**src/rtl/uart_ctrl_pkg.sv**
```systemverilog
// Shared types and constants for the UART echo controller.
package uart_ctrl_pkg;

  localparam int DEPTH_DEF = 16;

  localparam logic [7:0] ASCII_CR = 8'h0D;
  localparam logic [7:0] ASCII_LF = 8'h0A;

  typedef enum logic {
    R_IDLE = 1'b0,
    R_ACK  = 1'b1
  } rx_state_e;

  typedef enum logic {
    T_IDLE = 1'b0,
    T_WAIT = 1'b1
  } tx_state_e;

endpackage

```
**src/rtl/sync_fifo.sv**
```systemverilog
// Single-clock FIFO with combinational head read and registered occupancy.
module sync_fifo #(
  parameter int DEPTH = 16,
  parameter int W     = 8,
  localparam int AW   = $clog2(DEPTH)
) (
  input  logic          clk,
  input  logic          clr,
  input  logic          push,
  input  logic          pop,
  input  logic [W-1:0]  din,
  output logic [W-1:0]  dout,
  output logic          full,
  output logic          empty,
  output logic [AW:0]   count
);

  logic [W-1:0]  mem [DEPTH];
  logic [AW-1:0] wr_ptr;
  logic [AW-1:0] rd_ptr;
  logic          do_push;
  logic          do_pop;

  // Full/empty come from the registered count, so both decisions use
  // start-of-cycle occupancy: a full FIFO refuses a push even if it pops.
  assign full    = (count == (AW+1)'(DEPTH));
  assign empty   = (count == '0);
  assign do_push = push && !full;
  assign do_pop  = pop && !empty;
  assign dout    = mem[rd_ptr];

  // Storage array; contents need no reset since count gates every read.
  always_ff @(posedge clk) begin
    if (do_push) mem[wr_ptr] <= din;
  end

  // Pointers wrap naturally because DEPTH is a power of two.
  always_ff @(posedge clk or negedge clr) begin
    if (!clr) begin
      wr_ptr <= '0;
      rd_ptr <= '0;
      count  <= '0;
    end else begin
      if (do_push) wr_ptr <= wr_ptr + 1'b1;
      if (do_pop)  rd_ptr <= rd_ptr + 1'b1;
      case ({do_push, do_pop})
        2'b10:   count <= count + 1'b1;
        2'b01:   count <= count - 1'b1;
        default: count <= count;
      endcase
    end
  end

endmodule

```
**src/rtl/uart_echo_ctrl.sv**
```systemverilog
// Buffered echo controller: uart_rx -> FIFO -> uart_tx with optional CR->CRLF.
module uart_echo_ctrl
  import uart_ctrl_pkg::*;
#(
  parameter int DEPTH = DEPTH_DEF,
  parameter int CNT_W = 8
) (
  input  logic                     clk,
  input  logic                     clr,
  input  logic                     rdrf,
  input  logic [7:0]               rx_data,
  input  logic                     FE,
  output logic                     rdrf_clr,
  input  logic                     tdre,
  output logic                     ready,
  output logic [7:0]               tx_data,
  input  logic                     crlf_en,
  output logic [$clog2(DEPTH):0]   fifo_count,
  output logic                     overflow,
  output logic [CNT_W-1:0]         fe_count,
  output logic [7:0]               last_byte
);

  rx_state_e  rx_st;
  tx_state_e  tx_st;
  logic       lf_pending;

  logic       f_full;
  logic       f_empty;
  logic [7:0] f_head;
  logic       rx_take;
  logic       f_push;
  logic       tx_go;
  logic       f_pop;

  // A byte is taken exactly once: only in R_IDLE, then we wait for rdrf to drop.
  assign rx_take = (rx_st == R_IDLE) && rdrf;
  assign f_push  = rx_take && !FE && !f_full;

  // A pending LF has priority over the FIFO head so it follows its CR directly.
  assign tx_go   = (tx_st == T_IDLE) && tdre && (lf_pending || !f_empty);
  assign f_pop   = tx_go && !lf_pending;

  sync_fifo #(.DEPTH(DEPTH), .W(8)) u_fifo (
    .clk   (clk),
    .clr   (clr),
    .push  (f_push),
    .pop   (f_pop),
    .din   (rx_data),
    .dout  (f_head),
    .full  (f_full),
    .empty (f_empty),
    .count (fifo_count)
  );

  // Receive side: acknowledge, classify and count each incoming byte.
  always_ff @(posedge clk or negedge clr) begin
    if (!clr) begin
      rx_st     <= R_IDLE;
      rdrf_clr  <= 1'b0;
      overflow  <= 1'b0;
      fe_count  <= '0;
      last_byte <= '0;
    end else begin
      rdrf_clr <= rx_take;
      case (rx_st)
        R_IDLE: begin
          if (rdrf) begin
            rx_st <= R_ACK;
            if (FE) begin
              if (fe_count != '1) fe_count <= fe_count + 1'b1;
            end else if (!f_full) begin
              last_byte <= rx_data;
            end else begin
              overflow <= 1'b1;
            end
          end
        end
        R_ACK:   if (!rdrf) rx_st <= R_IDLE;
        default: rx_st <= R_IDLE;
      endcase
    end
  end

  // Transmit side: load one byte per tdre high->low->high cycle.
  always_ff @(posedge clk or negedge clr) begin
    if (!clr) begin
      tx_st      <= T_IDLE;
      ready      <= 1'b0;
      tx_data    <= '0;
      lf_pending <= 1'b0;
    end else begin
      ready <= tx_go;
      case (tx_st)
        T_IDLE: begin
          if (tx_go) begin
            tx_st <= T_WAIT;
            if (lf_pending) begin
              tx_data    <= ASCII_LF;
              lf_pending <= 1'b0;
            end else begin
              tx_data    <= f_head;
              // crlf_en is looked at only here, when the CR leaves the FIFO.
              lf_pending <= crlf_en && (f_head == ASCII_CR);
            end
          end
        end
        T_WAIT:  if (!tdre) tx_st <= T_IDLE;
        default: tx_st <= T_IDLE;
      endcase
    end
  end

endmodule

```
**config.mk**
```make
export PLATFORM = sky130hd
export DESIGN_NAME = uart_echo_ctrl
export DESIGN_NICKNAME = d
export VERILOG_FILES = /design/src/rtl/uart_ctrl_pkg.sv /design/src/rtl/sync_fifo.sv /design/src/rtl/uart_echo_ctrl.sv
export SDC_FILE = /design/constraint.sdc
export NUM_CORES = 1
export LEC_CHECK = 0
export CAP_MARGIN = 40
export CORE_MARGIN = 5
export CORE_UTILIZATION = 37
export CTS_BUF_LIST = sky130_fd_sc_hd__clkbuf_8
export CTS_CLUSTER_DIAMETER = 60
export DETAILED_ROUTE_END_ITERATION = 8
export HOLD_SLACK_MARGIN = 0.02
export SYNTH_ARGS = -nofsm -noshare
export SYNTH_HDL_FRONTEND = slang
export SYNTH_SLANG_ARGS = --single-unit
export TNS_END_PERCENT = 50
```
**constraint.sdc**
```tcl
create_clock -name clk -period 3.95 [get_ports clk]
set_input_delay 1.185 -clock clk [delete_from_list [all_inputs] [get_ports clk]]
set_output_delay 1.185 -clock clk [all_outputs]
set_load 0.005 [all_outputs]
```
# Word level (Yosys, flattened, before mapping)
# Memories as Yosys holds them, arrays and structs flattened.
# Cells that the tools add are included.
# Widths: inputs -> output; s select.
[word_totals]
reg_bits = 43
ram_bits = 128
in_bits = 14
out_inout_bits = 32
elab_cells = 56
mem_count = 1
[memory_table]
columns = ["memory", "words", "word_bits", "rd", "rd_clocked_by_memory_dff", "write_ports", "line", "rtl"]
rows = [
  ["u_fifo.mem", 16, 8, 1, 0, 1, "sync_fifo.sv:18", "logic [W-1:0] mem [DEPTH];"],
]
[classes]
n_addsub = 5
n_eq_ne = 5
muxes = 9
n_bitwise = 4
n_reduce_logical = 20
[op_table]
columns = ["cell", "count"]
rows = [
  ["$reduce_and 4->1", 3],
  ["$pmux 5 s2", 1],
  ["$logic_and 1x1->1", 9],
  ["$add 4x1->4 const B", 2],
  ["$add 8x1->8 const B", 1],
  ["$eq 8x4->1 const B", 1],
  ["$mux 8", 1],
  ["$ne 8x8->1 const B", 1],
  ["$mux 1", 6],
  ["$add 5x1->5 const B", 1],
  ["$eq 5x5->1 const B", 1],
  ["$logic_not 5->1", 1],
  ["$sub 5x1->5 const B", 1],
  ["$logic_not 1->1", 4],
  ["$not 1->1", 4],
  ["$eq 2x1->1 const B", 1],
  ["$eq 2x2->1 const B", 1],
  ["$pmux 1 s2", 1],
  ["$reduce_and 2->1", 1],
  ["$reduce_bool 2->1", 1],
  ["$logic_or 1x1->1", 1],
]

# Logic depth before layout (Yosys ltp)
# Gate-level depths: netlist of the first run.
[depth]
ltp_word = 8
ltp_mapped = 12
ltp_nobuf = 11

# Modules after synthesis
# From an unflattened synthesis of the first run, not the netlist that was laid out.
[unflattened]
cells_unflattened = 433
hier_area_um2 = 7164.4
[by_module_without_submodules]
columns = ["module", "n_inst", "cells_per_inst", "area_each_um2", "seq_area_each_um2"]
rows = [
  ["sync_fifo", 1, 332, 5779.3, 4169.0],
  ["uart_echo_ctrl", 1, 101, 1385.1, 750.7],
]

# Least setup slack after synthesis of the first run
# OpenSTA, ideal clock, no wires.
[synth_path]
kind = "input-to-reg"
start = "input port rdrf"
end = "register u_fifo.count[4]"
setup_time_ns = 0.128
arrival_time_ns = 3.532
required_time_ns = 3.822
slack_ns = 0.291
stages = 12
n_path_buf = 1
path_cell_list = "nor2b_1 > nand2b_1 > a21oi_1 > buf_2 > inv_1 > ha_1 > fa_1 > a21o_1 > a21oi_1 > xor2_1 > nor2_1 > xor2_1"
[synth_via]
elab_chain_len = 6
word_cells_on_any_way = 8
classes_between = "eq/ne: 2; mux: 1; reduce/logical: 5"
[synth_rtl]
columns = ["element", "line", "rtl"]
rows = [
  ["start: declaration", "uart_echo_ctrl.sv:10", "input logic rdrf,"],
  ["$logic_and 1x1->1 (*)", "uart_echo_ctrl.sv:37", "assign rx_take = (rx_st == R_IDLE) && rdrf;"],
  ["$logic_and 1x1->1 (*) (2 in a row)", "uart_echo_ctrl.sv:38", "assign f_push = rx_take && !FE && !f_full;"],
  ["$logic_and 1x1->1 (*)", "sync_fifo.sv:28", "assign do_push = push && !full;"],
  ["$eq 2x1->1 / $eq 2x2->1 (equally long branches)", "sync_fifo.sv:46", "case ({do_push, do_pop})"],
  ["$pmux 5 s2 / $reduce_bool 2->1 (equally long branches)", "n/a", ""],
  ["end signal: assignment", "sync_fifo.sv:47", "2'b10: count <= count + 1'b1;"],
  ["end signal: assignment", "sync_fifo.sv:48", "2'b01: count <= count - 1'b1;"],
  ["end signal: assignment", "sync_fifo.sv:49", "default: count <= count;"],
  ["end: declaration", "sync_fifo.sv:15", "output logic [AW:0] count"],
]
# Mark *: on every way between the ends. The rest lies on a longest branch, timed or not.
# A chain may end at the register's enable or synchronous reset.

# Final worst setup path of the first run
[layout_path]
start = "input port rdrf"
end = "register u_fifo.count[4]"
[layout_via]
elab_chain_len = 6
word_cells_on_any_way = 8
classes_between = "eq/ne: 2; mux: 1; reduce/logical: 5"
[layout_rtl]
columns = ["element", "line", "rtl"]
rows = [
  ["$logic_and 1x1->1 (*)", "uart_echo_ctrl.sv:37", ""],
  ["net rx_take", "uart_echo_ctrl.sv:31", "logic rx_take;"],
  ["$logic_and 1x1->1 (*) (2 in a row)", "uart_echo_ctrl.sv:38", ""],
  ["$logic_and 1x1->1 (*)", "sync_fifo.sv:28", ""],
  ["$eq 2x1->1 / $eq 2x2->1 (equally long branches)", "sync_fifo.sv:46", ""],
  ["$pmux 5 s2 / $reduce_bool 2->1 (equally long branches)", "n/a", ""],
]
# The timed path passes the listed nets; every way through them passes the cells marked *.

==> results of run 1 <==
cell families (layout without fill, tap and decap cells):
kind of cell,after synthesis,after routing,share of synthesized area
xor gates and xnor gates,18,18,0.0230
adders and majority gates,11,11,0.0212
muxes,54,54,0.134
and+or+nand+nor,73,73,0.0495
AOI/OAI and AO/OA,36,36,0.0393
DFF,171,171,0.719
buffers and inverters,23,106,0.0148
layout make-up:
type,instances,share of cell area
Clock buffer,17,0.0288
Clock inverter,14,0.0213
Inverter,6,0.00277
Multi-Input combinational cell,192,0.225
Sequential cell,171,0.606
Tap cell,229,0.0353
Timing Repair Buffer,69,0.0810
critical path, stage by stage:
cell and delay (ns):
clkdlybuf4s50_1 0.46, nor2b_1 0.21, nand2b_1 0.12, a21oi_1 0.17
inv_1 0.06, ha_1 0.26, fa_1 0.43, a21o_1 0.20
a21oi_1 0.16, xor2_1 0.17, nor2_1 0.07, xor2_1 0.14
stage by stage:
step	util	std cells	cell area, µm²	total power [µW]	hold slack [ns]
floorplan	-	386	6850	3350	0.400
global placement	0.424	665	7670	3940	0.421
detailed placement	0.426	667	7710	4000	0.428
CTS	0.449	698	8120	5260	0.441
global route	0.449	698	8120	5500	0.455
finish	0.449	698	8120	5180	0.437
state kept, by name, indices dropped and copies added, names as in the netlist, 4 cells and up:
name	count
u_fifo.mem	128
u_fifo.rd_ptr	4
fe_count	8
last_byte	8
tx_data	8
u_fifo.count	5
u_fifo.wr_ptr	4
metal layers:
layer / vias up / part of all wire
met5: - / 0
met3: 11 / 0.048
met1: 1874 / 0.46
met2: 80 / 0.49
li1: 1639 / -
met4: 0 / 0.0088
power breakdown:
| group | internal [µW] | switching, µW | leakage, µW |
|---|---|---|---|
| combinational | 854 | 640 | 0.00101 |
| sequential | 2130 | 310 | 0.00168 |
| clock | 624 | 628 | 0.000194 |
| total | 3600 | 1580 | 0.00288 |
layout by cell type (no fill, tap or decap), drive strengths merged, types with 9 or more instances in the layout:
cell type and count:
a22oi 9, clkdlybuf4s50 44, nand3 9, dfrtp 43, mux4 28, mux2 13
xnor2 10, clkbuf 17, edfxtp 128, buf 25, nor2 19, nand2 23
ha 10, mux2i 13
worst max-delay path by stage:
stage	startpoint	endpoint	slack, ns
after floorplan	rdrf	u_fifo.count[4]$_DFFE_PN0P_	0.29
after global placement	rdrf	u_fifo.count[4]$_DFFE_PN0P_	0.24
after detailed placement	rdrf	u_fifo.count[4]$_DFFE_PN0P_	0.17
after CTS	rdrf	u_fifo.count[4]$_DFFE_PN0P_	0.66
after global routing	rdrf	u_fifo.count[4]$_DFFE_PN0P_	0.49
final	rdrf	u_fifo.count[4]$_DFFE_PN0P_	0.64
==> summary.txt, run 1 <==
Status
  • Status: finished, final reports clean

Final layout
  • P&R area growth vs syn: 18.6%
  • N_diodes: 0
  • FF+latch area: 4920 µm²
  • Final layout net count: 482
  • Multi-input gate area: between 1500 and 2000 µm²
  • Layout cell share with drive strength beyond 1: 0.205
  • Fillers: 1513

Detailed routing
  • ANT nets after route: 0
  • WL final: 13800 µm
  • DRC viols: 0
  • Via Count: 3604
  • DR pass1 iterations: 4
  • Via density: 5.16
  • Drt initial violations: 249
  • Routed len/inst: just under 20 µm

Synth
  • Mapped Nets: 411
  • Synth top cells by count: edfxtp_1, dfrtp_1, mux4_2, nand2_1, nor2_1
  • Yosys top cell area share: 0.561
  • Mapped Area: between 6000 and 7000 µm²
  • Synth Instances: 386
  • Register bit total from synthesis: 171
  • FFs w/ async S/R, synth: 0.251
  • Mean cell area of the mapped netlist: 17.7 µm²
  • Number of synthesized flops with an enable pin: 128
  • Top-count cell post-synth: edfxtp_1
  • Leading post-synthesis cells by cell area: edfxtp_1, dfrtp_1, mux4_2
  • Largest area contributor in the netlist: edfxtp_1
  • Synth Flop Type: edfxtp_1
  • Seq/Total Area, Yosys: 0.719
  • Cell variety after synth: between 40 and 50
  • Yosys warning count: 0

Worst setup path
  • Crit-path max FO: 5
  • Origin of the critical flop-to-flop path: u_fifo.count[0]$_DFFE_PN0P_
  • Critical R2R Capture: u_fifo.count[4]$_DFFE_PN0P_
  • Crit path DAT: ~3.7 ns
  • Worst r2r path cells: 10
  • Crit end category: register
  • CP Class: in -> reg
  • Critical path launch point type: primary input
  • Flop2flop setup slack: 0.89 ns
  • Req. time, crit path: 4.29 ns

Timing
  • Clock Skew: 0.0105 ns
  • # setup viols final: 0
  • Worst slew margin relative to its limit: 0.401
  • Worst Setup Slack, final: 0.639 ns
  • Final worst path period need: 3.31 ns
  • Max Freq: 302 MHz
  • Max Slew Vio Count: 0
  • RSZ-0062 raised after global routing: false
  • Worst-Margin Slew: 0.898 ns
  • Setup TNS: 0 ns
  • Final Hold Viols: 0
  • Tcrit/Tclk final: 0.838

Clock network
  • Hold Buf Count CTS: 0
  • CTS tree: yes
  • Clk sinks: 171
  • CTS root buf: clkbuf_8
  • Cts repair resizes: 0
  • Worst skew pair latency: 0.45 ns
  • Post-CTS Setup Inserts: 0
  • Max clock buf depth: 2
  • Clk slew on worst S/H paths: roughly 0.090 ns
  • H-tree Lvls: 4
  • CTS Buf Count: 17

Floorplan
  • Row count: 49
  • Initial Util: 0.379
  • Core area: 18100 µm²
  • Ports: between 40 and 50
  • Die width: 146 µm
  • Die area: 21300 µm²
  • Die Y-Extent: 146 µm

Place
  • Setup WS pre-CTS: around 0.17 ns
  • Hpwl dp: 9270 µm
  • GPL Wtd Cong: 0.793
  • Port bufs: 45

Pwr
  • Max IR drop VDD: 240 µV
  • Power Dens Cells: 638 nW/µm²
  • P_leak: 0.00288 µW

Global route
  • M2 GR Usage: 0.217
  • Gr ovfl total: 0
  • GRT met1 Usage: 0.186
  • Largest net degree at the start of global routing: 37
  • Routing usage on met3: 0.0347
  • Initial antenna violation count: 0
  • Tot GR Track Use: 0.135
  • First-pass GRT wire length: approximately 22000 µm
  • Vias in the first global route: 3779
  • Most Crowded Layer GR: met2

Min path
  • HP Start: rx_st$_DFF_PN0_
  • Worst min path class: reg -> reg
  • Hold Crit Depth: 1
  • Hold EP: rdrf_clr$_DFF_PN0_

Flow run
  • Max Cap Viol: 0
Power figures use the tool's default switching activity.
==> run 2, diff against run 1 <==
==> constraint.sdc (replaced) <==
create_clock -name clk -period 2.9 [get_ports clk]
set_input_delay 0.87 -clock clk [delete_from_list [all_inputs] [get_ports clk]]
set_output_delay 0.87 -clock clk [all_outputs]
set_load 0.005 [all_outputs]
==> run 2 against run 1 <==
Net effect: clock-buffer cell count rose by 2; critical path type is now reg -> reg; cell count rose by 1.7%; non-clock buffer count rose by 11.
==> summary.txt, run 2 (synthesis results as in run 1) <==
Floorplan
  • Die width: 146 µm (unchanged)
  • Ports: 46 (unchanged)
  • Row count: 49 (unchanged)
  • Core area: 18100 µm² (unchanged)
  • Die Y-Extent: 146 µm (unchanged)
  • Initial Util: 0.379 (unchanged)
  • Die area: 21300 µm² (unchanged)

Clock network
  • Post-CTS Setup Inserts: 0 (unchanged)
  • CTS Buf Count: 17 (unchanged)
  • Worst skew pair latency: 0.45 ns (about the same)
  • Hold Buf Count CTS: 0 (unchanged)
  • Clk slew on worst S/H paths: 0.08 ns (about the same)
  • Max clock buf depth: 2 (unchanged)
  • CTS tree: yes
  • Clk sinks: 171 (unchanged)
  • CTS root buf: clkbuf_8
  • Cts repair resizes: 0 (unchanged)
  • H-tree Lvls: 4 (unchanged)

Pwr
  • P_leak: 0.00295 µW (+2.1%)
  • Max IR drop VDD: 378 µV (+57%)
  • Power Dens Cells: 854 nW/µm² (+34%)

Place
  • Placed cell count: 678 (+1.6%)
  • Port bufs: 45 (unchanged)
  • Hpwl dp: 9360 µm (+0.92%)
  • Setup WS pre-CTS: -0.309 ns (-0.483 ns)
  • GPL Wtd Cong: 0.755 (-4.7%)
  • Placement Cell Area: 7830 µm² (+1.5%)

Status
  • Status: finished, final reports clean

Timing
  • Max Freq: 363 MHz
  • Tcrit/Tclk final: 0.949
  • Fin Hold WS: 0.374 ns (-0.0632 ns)
  • Final worst path period need: 2.75 ns
  • Final Hold Viols: 0 (unchanged)
  • Clock Skew: 0.0107 ns (+0.000220 ns)
  • Worst slew margin relative to its limit: 0.432 (+0.0302)
  • Worst-Margin Slew: 0.852 ns (-0.0454 ns)
  • Worst Setup Slack, final: 0.148 ns (-0.491 ns)
  • RSZ-0062 raised after global routing: false
  • Max Slew Vio Count: 0 (unchanged)
  • # setup viols final: 0 (unchanged)

Final layout
  • Max reg flops: 128 (unchanged)
  • Fillers: 1579 (+4.4%)
  • Most frequent cells in the layout: edfxtp_1, clkdlybuf4s50_1, dfrtp_1, buf_4, mux4_2
  • Commonest non-fill, non-tap cell in the layout: edfxtp_1
  • N_diodes: 0 (unchanged)
  • Final layout net count: 493 (+2.3%)
  • Non-filler cells, final: 710 (+1.7%)
  • Layout cell share with drive strength beyond 1: 0.231 (+0.0261)
  • Final Cell Area: 8180 µm² (+0.74%)
  • Top reg by flops: u_fifo.mem
  • Multi-input gate area: 1860 µm² (+1.6%)
  • P&R area growth vs syn: 19.5%
  • FF+latch area: 4920 µm² (unchanged)

Detailed routing
  • ANT nets after route: 0 (unchanged)
  • Drt initial violations: 275 (+10%)
  • Routed len/inst: 19.2 µm (-3.2%)
  • Via Count: 3599 (-0.14%)
  • Via density: 5.07 (-1.8%)
  • DR pass1 iterations: 4 (unchanged)
  • WL final: 13600 µm (-1.5%)
  • DRC viols: 0 (unchanged)

Worst setup path
  • Worst r2r path cells: 10 (unchanged)
  • Crit path DAT: 3.09 ns (-0.56 ns)
  • Critical path launch point type: register
  • Crit-path max FO: 4 (-1)
  • Flop2flop setup slack: 0.15 ns (-0.74 ns)
  • Crit end category: register
  • Req. time, crit path: 3.24 ns (-1.05 ns)
  • CP Class: reg -> reg

Flow run
  • Max Cap Viol: 0 (unchanged)

Global route
  • Gr ovfl total: 0 (unchanged)
  • First-pass GRT wire length: 22100 µm (+0.72%)
  • Tot GR Track Use: 0.135 (+0.000179)
  • Vias in the first global route: 3798 (+0.50%)
  • Initial antenna violation count: 0 (unchanged)
  • Largest net degree at the start of global routing: 26 (-30%)

Min path
  • Worst min path class: in -> async
[run 2: changes by cell type in the layout (fill, tap and decap cells not counted), moves of 2 or more]
cell,previous run,this run
a21oi_1,3,1
buf_12,1,3
buf_4,22,32
bufinv_16,3,1
clkbuf_8,17,19
clkinv_2,0,5
clkinv_4,4,0
clkinvlp_4,3,1
inv_1,6,10
inv_6,2,0
[run 2: worst max-delay path, stage by stage, from the launching register on]
cell and delay (ns):
dfrtp_1 0.38, or4_1 0.57, o311ai_2 0.28, nor2_1 0.12, ha_2 0.23, fa_2 0.36, a21o_1 0.20, a21oi_2 0.14
xor2_1 0.16, nor2_1 0.07, xor2_1 0.14
[run 2: layout make-up]
class                           count  area share
Multi-Input combinational cell    192       0.227
Tap cell                          229      0.0350
Inverter                            6     0.00275
Timing Repair Buffer               80      0.0912
Clock inverter                     13      0.0107
Sequential cell                   171       0.602
Clock buffer                       19      0.0320
[run 2: final timing paths]
check                                       startpoint                     endpoint
max in group asynchronous                          clr     last_byte[5]$_DFFE_PN0P_
min in group clk                  overflow$_DFFE_PN0P_         overflow$_DFFE_PN0P_
min reg2reg                       overflow$_DFFE_PN0P_         overflow$_DFFE_PN0P_
max reg2reg                u_fifo.count[1]$_DFFE_PN0P_  u_fifo.count[4]$_DFFE_PN0P_
min                                                clr  u_fifo.count[0]$_DFFE_PN0P_
max                        u_fifo.count[1]$_DFFE_PN0P_  u_fifo.count[4]$_DFFE_PN0P_
[run 2: power breakdown]
| group | internal [µW] | switching (µW) |
|---|---|---|
| combinational | 1260 | 998 |
| clock | 701 | 798 |
| sequential | 2900 | 336 |
| total | 4860 | 2130 |
[run 2: routing by layer]
metal	GRT usage	wire, µm	vias to the layer above
met4	0.0320	133	0
li1	-	-	1658
met3	0.0390	868	14
met5	0	0	-
met1	0.189	6080	1837
met2	0.212	6530	90
[run 2: stage by stage]
| stage | utilization | total power [µW] | TNS (ns) |
|---|---|---|---|
| 2_1_floorplan | - | 4590 | 0 |
| 3_3_place_gp | 0.433 | 5530 | -0.394 |
| 3_5_place_dp | 0.433 | 5580 | -0.848 |
| 4_1_cts | 0.452 | 7080 | 0 |
| 5_1_grt | 0.452 | 7430 | 0 |
| 6_report | 0.452 | 6990 | 0 |
==> run 3, diff against run 2 <==
--- a/config.mk
+++ b/config.mk
@@ -14,5 +14,6 @@
 export HOLD_SLACK_MARGIN = 0.02
 export SYNTH_ARGS = -nofsm -noshare
 export SYNTH_HDL_FRONTEND = slang
+export SYNTH_HIERARCHICAL = 1
 export SYNTH_SLANG_ARGS = --single-unit
 export TNS_END_PERCENT = 50
==> run 3 against run 2 <==
Net effect: cell count rose by 13%; sequential share of layout area fell by 3.4 points; sequential power about the same; synthesized area rose by 4.6%; first-iteration DRC count fell by 11%; worst hold slack gained 0.0075 ns; highest routed layer unchanged.
==> summary.txt, run 3 <==
Clock network
  • Max clock buf depth: 2 (unchanged)
  • Worst skew pair latency: 0.46 ns (about the same)
  • Clk slew on worst S/H paths: 0.09 ns (about the same)
  • Clk sinks: 171 (unchanged)
  • H-tree Lvls: 4 (unchanged)
  • CTS tree: yes
  • CTS root buf: clkbuf_8
  • CTS Buf Count: 17 (unchanged)
  • Hold Buf Count CTS: 0 (unchanged)

Synth
  • Mean cell area of the mapped netlist: 16.5 µm² (-6.7%)
  • Cell variety after synth: 45 (+9.8%)
  • Seq/Total Area, Yosys: 0.687 (-0.0319)
  • Yosys warning count: 6 (+6)
  • Synth Instances: 433 (+12%)
  • Largest area contributor in the netlist: edfxtp_1
  • Mapped Area: 7160 µm² (+4.6%)
  • Mapped Nets: 458 (+11%)
  • Number of synthesized flops with an enable pin: 128 (unchanged)
  • Register bit total from synthesis: 171 (unchanged)
  • Synth top cells by count: edfxtp_1, dfrtp_1, mux2i_1, o21ai_0, nand2_1
  • Top-count cell post-synth: edfxtp_1
  • Leading post-synthesis cells by cell area: edfxtp_1, dfrtp_1, mux4_2
  • Yosys top cell area share: 0.537 (-0.0249)
  • FFs w/ async S/R, synth: 0.251 (unchanged)
  • Synth Flop Type: edfxtp_1

Worst setup path
  • Slowest CP cell: clkdlybuf4s50_1
  • Crit end category: register
  • Req. time, crit path: 3.25 ns (about the same)
  • Critical path cell sequence: clkdlybuf4s50_1 -> and3b_1 -> and2_1 -> nor2b_4 -> ha_4 -> inv_2 -> fa_2 -> nor2b_4 -> o21ai_2 -> nand3_1 -> or3b_1 -> xnor2_1
  • Crit path DAT: 3.19 ns (+0.10 ns)
  • Critical path launch point type: primary input
  • CP peak stage delay: 0.48 ns (-0.09 ns)
  • CP Class: in -> reg
  • Most frequent CP cell: nor2b_4
  • Crit-path max FO: 3 (-1)

Global route
  • Tot GR Track Use: 0.139 (+0.00346)
  • First-pass GRT wire length: 23100 µm (+4.6%)
  • Gr ovfl total: 0 (unchanged)
  • Largest net degree at the start of global routing: 24 (-7.7%)
  • Initial antenna violation count: 0 (unchanged)
  • Vias in the first global route: 4166 (+9.7%)

Status
  • Status: finished, final reports clean

Detailed routing
  • ANT nets after route: 0 (unchanged)
  • DRC viols: 0 (unchanged)
  • Via Count: 3934 (+9.3%)
  • DR pass1 iterations: 4 (unchanged)
  • Drt initial violations: 244 (-11%)
  • Via density: 4.91 (-3.2%)
  • WL final: 14700 µm (+7.9%)
  • Routed len/inst: 18.3 µm (-4.4%)

Timing
  • Max Freq: 353 MHz (-2.8%)
  • Tcrit/Tclk final: 0.977 (+0.0277)
  • Final Hold Viols: 0 (unchanged)
  • Worst-Margin Slew: 0.761 ns (-0.0915 ns)
  • Fin Hold WS: 0.382 ns (+0.00755 ns)
  • Max Slew Vio Count: 0 (unchanged)
  • RSZ-0062 raised after global routing: true
  • Clock Skew: 0.00944 ns (-0.00130 ns)
  • Final worst path period need: 2.83 ns (+0.0804 ns)
  • # setup viols final: 0 (unchanged)
  • Worst slew margin relative to its limit: 0.491 (+0.0594)

Floorplan
  • Die Y-Extent: 149 µm (+2.1%)
  • Ports: 46 (unchanged)
  • Initial Util: 0.379 (+0.000651)
  • Row count: 50 (+2.0%)
  • Core area: 18900 µm² (+4.5%)
  • Die area: 22200 µm² (+4.3%)
  • Die width: 149 µm (+2.1%)

Place
  • Hpwl dp: 10200 µm (+8.5%)
  • Port bufs: 45 (unchanged)
  • GPL Wtd Cong: 0.829 (+9.8%)

Final layout
  • P&R area growth vs syn: 21.1%
  • Final Util: 0.459 (+0.00677)
  • Max reg flops: 128 (unchanged)
  • N_diodes: 0 (unchanged)
  • Layout cell share with drive strength beyond 1: 0.271 (+0.0404)
  • Most frequent cells in the layout: edfxtp_1, buf_4, clkdlybuf4s50_1, dfrtp_1, mux2i_1
  • Final layout net count: 554 (+12%)
  • Top reg by flops: u_fifo/mem
  • Fillers: 1698 (+7.5%)
  • Commonest non-fill, non-tap cell in the layout: edfxtp_1

Pwr
  • Max IR drop VDD: 401 µV (+6.2%)
  • P_leak: 0.00316 µW (+7.3%)
  • Power Dens Cells: 881 nW/µm² (+3.1%)

Min path
  • Worst min path class: in -> async

Flow run
  • Max Cap Viol: 0 (unchanged)
run 3: layer usage:
layer / up-vias / global-route usage / share of wire
met3: 19 / 0.0264 / 0.042
li1: 1844 / - / -
met4: 0 / 0.0558 / 0.017
met2: 78 / 0.242 / 0.52
met5: - / 0 / 0
met1: 1993 / 0.170 / 0.42
run 3: path summary, 6_finish.rpt:
path	endpoint	start	slack (ns)	cells past startpoint
setup reg to reg	u_fifo/count[4]$_DFFE_PN0P_	u_fifo/count[1]$_DFFE_PN0P_	0.08	13
hold / removal	tx_data[0]$_DFFE_PN0P_	clr	0.38	1
max in group asynchronous	last_byte[3]$_DFFE_PN0P_	clr	1.94	2
min in group clk	overflow$_DFFE_PN0P_	overflow$_DFFE_PN0P_	0.47	1
hold reg to reg	overflow$_DFFE_PN0P_	overflow$_DFFE_PN0P_	0.47	1
setup / recovery	u_fifo/count[4]$_DFFE_PN0P_	tdre	0.07	12
run 3: cells by family (layout without fill, tap and decap cells):
group | count (synthesis) | count (layout) | synth area share
mux | 68 | 68 | 0.131
xor+xnor | 15 | 15 | 0.0183
buf+inv | 35 | 144 | 0.0293
fa+ha+maj | 11 | 11 | 0.0203
compound gates | 59 | 59 | 0.0576
flops | 171 | 171 | 0.687
simple gates | 74 | 74 | 0.0569
run 3: through the flow:
stage / setup slack [ns] / setup TNS [ns] / area [µm²] / total power [µW] / instances
finish: 0.0677 / 0 / 8670 / 7640 / 802
global route: -0.0143 / -0.0143 / 8670 / 8070 / 802
detailed placement: -0.459 / -0.818 / 8200 / 5940 / 768
floorplan: -0.0867 / -0.0867 / 7210 / 4880 / 433
CTS: 0.0198 / 0 / 8640 / 7690 / 800
global placement: -0.419 / -0.682 / 8200 / 5870 / 768
run 3: area by class of cell:
class | instances | area [µm²] | share of cell area
clock buffers | 17 | 234 | 0.0270
clock inverters | 15 | 176 | 0.0203
inverters | 13 | 48.8 | 0.00563
multi-input cells | 227 | 2120 | 0.244
flip-flops and latches | 171 | 4920 | 0.567
well taps | 260 | 325 | 0.0375
repair buffers | 99 | 851 | 0.0981
run 3: timing repair:
action / 4_1_cts / 5_1_grt
cloned: 0 / 0
buffers inserted: 1 / 2
pin swaps: 6 / 7
setup endpoints to repair: 1 / 2
resized for setup: 5 / 7
run 3: where the power goes:
part / switching, µW / total, µW / internal (µW)
logic: 1250 / 2700 / 1450
registers: 315 / 3220 / 2910
clock network: 866 / 1720 / 849
run 3: worst max-delay path: cells and delay by family:
family	cells	cell delay, ns
buf+inv	2	0.52
simple gates	6	1.06
xor+xnor	1	0.13
fa+ha+maj	2	0.54
compound gates	1	0.08
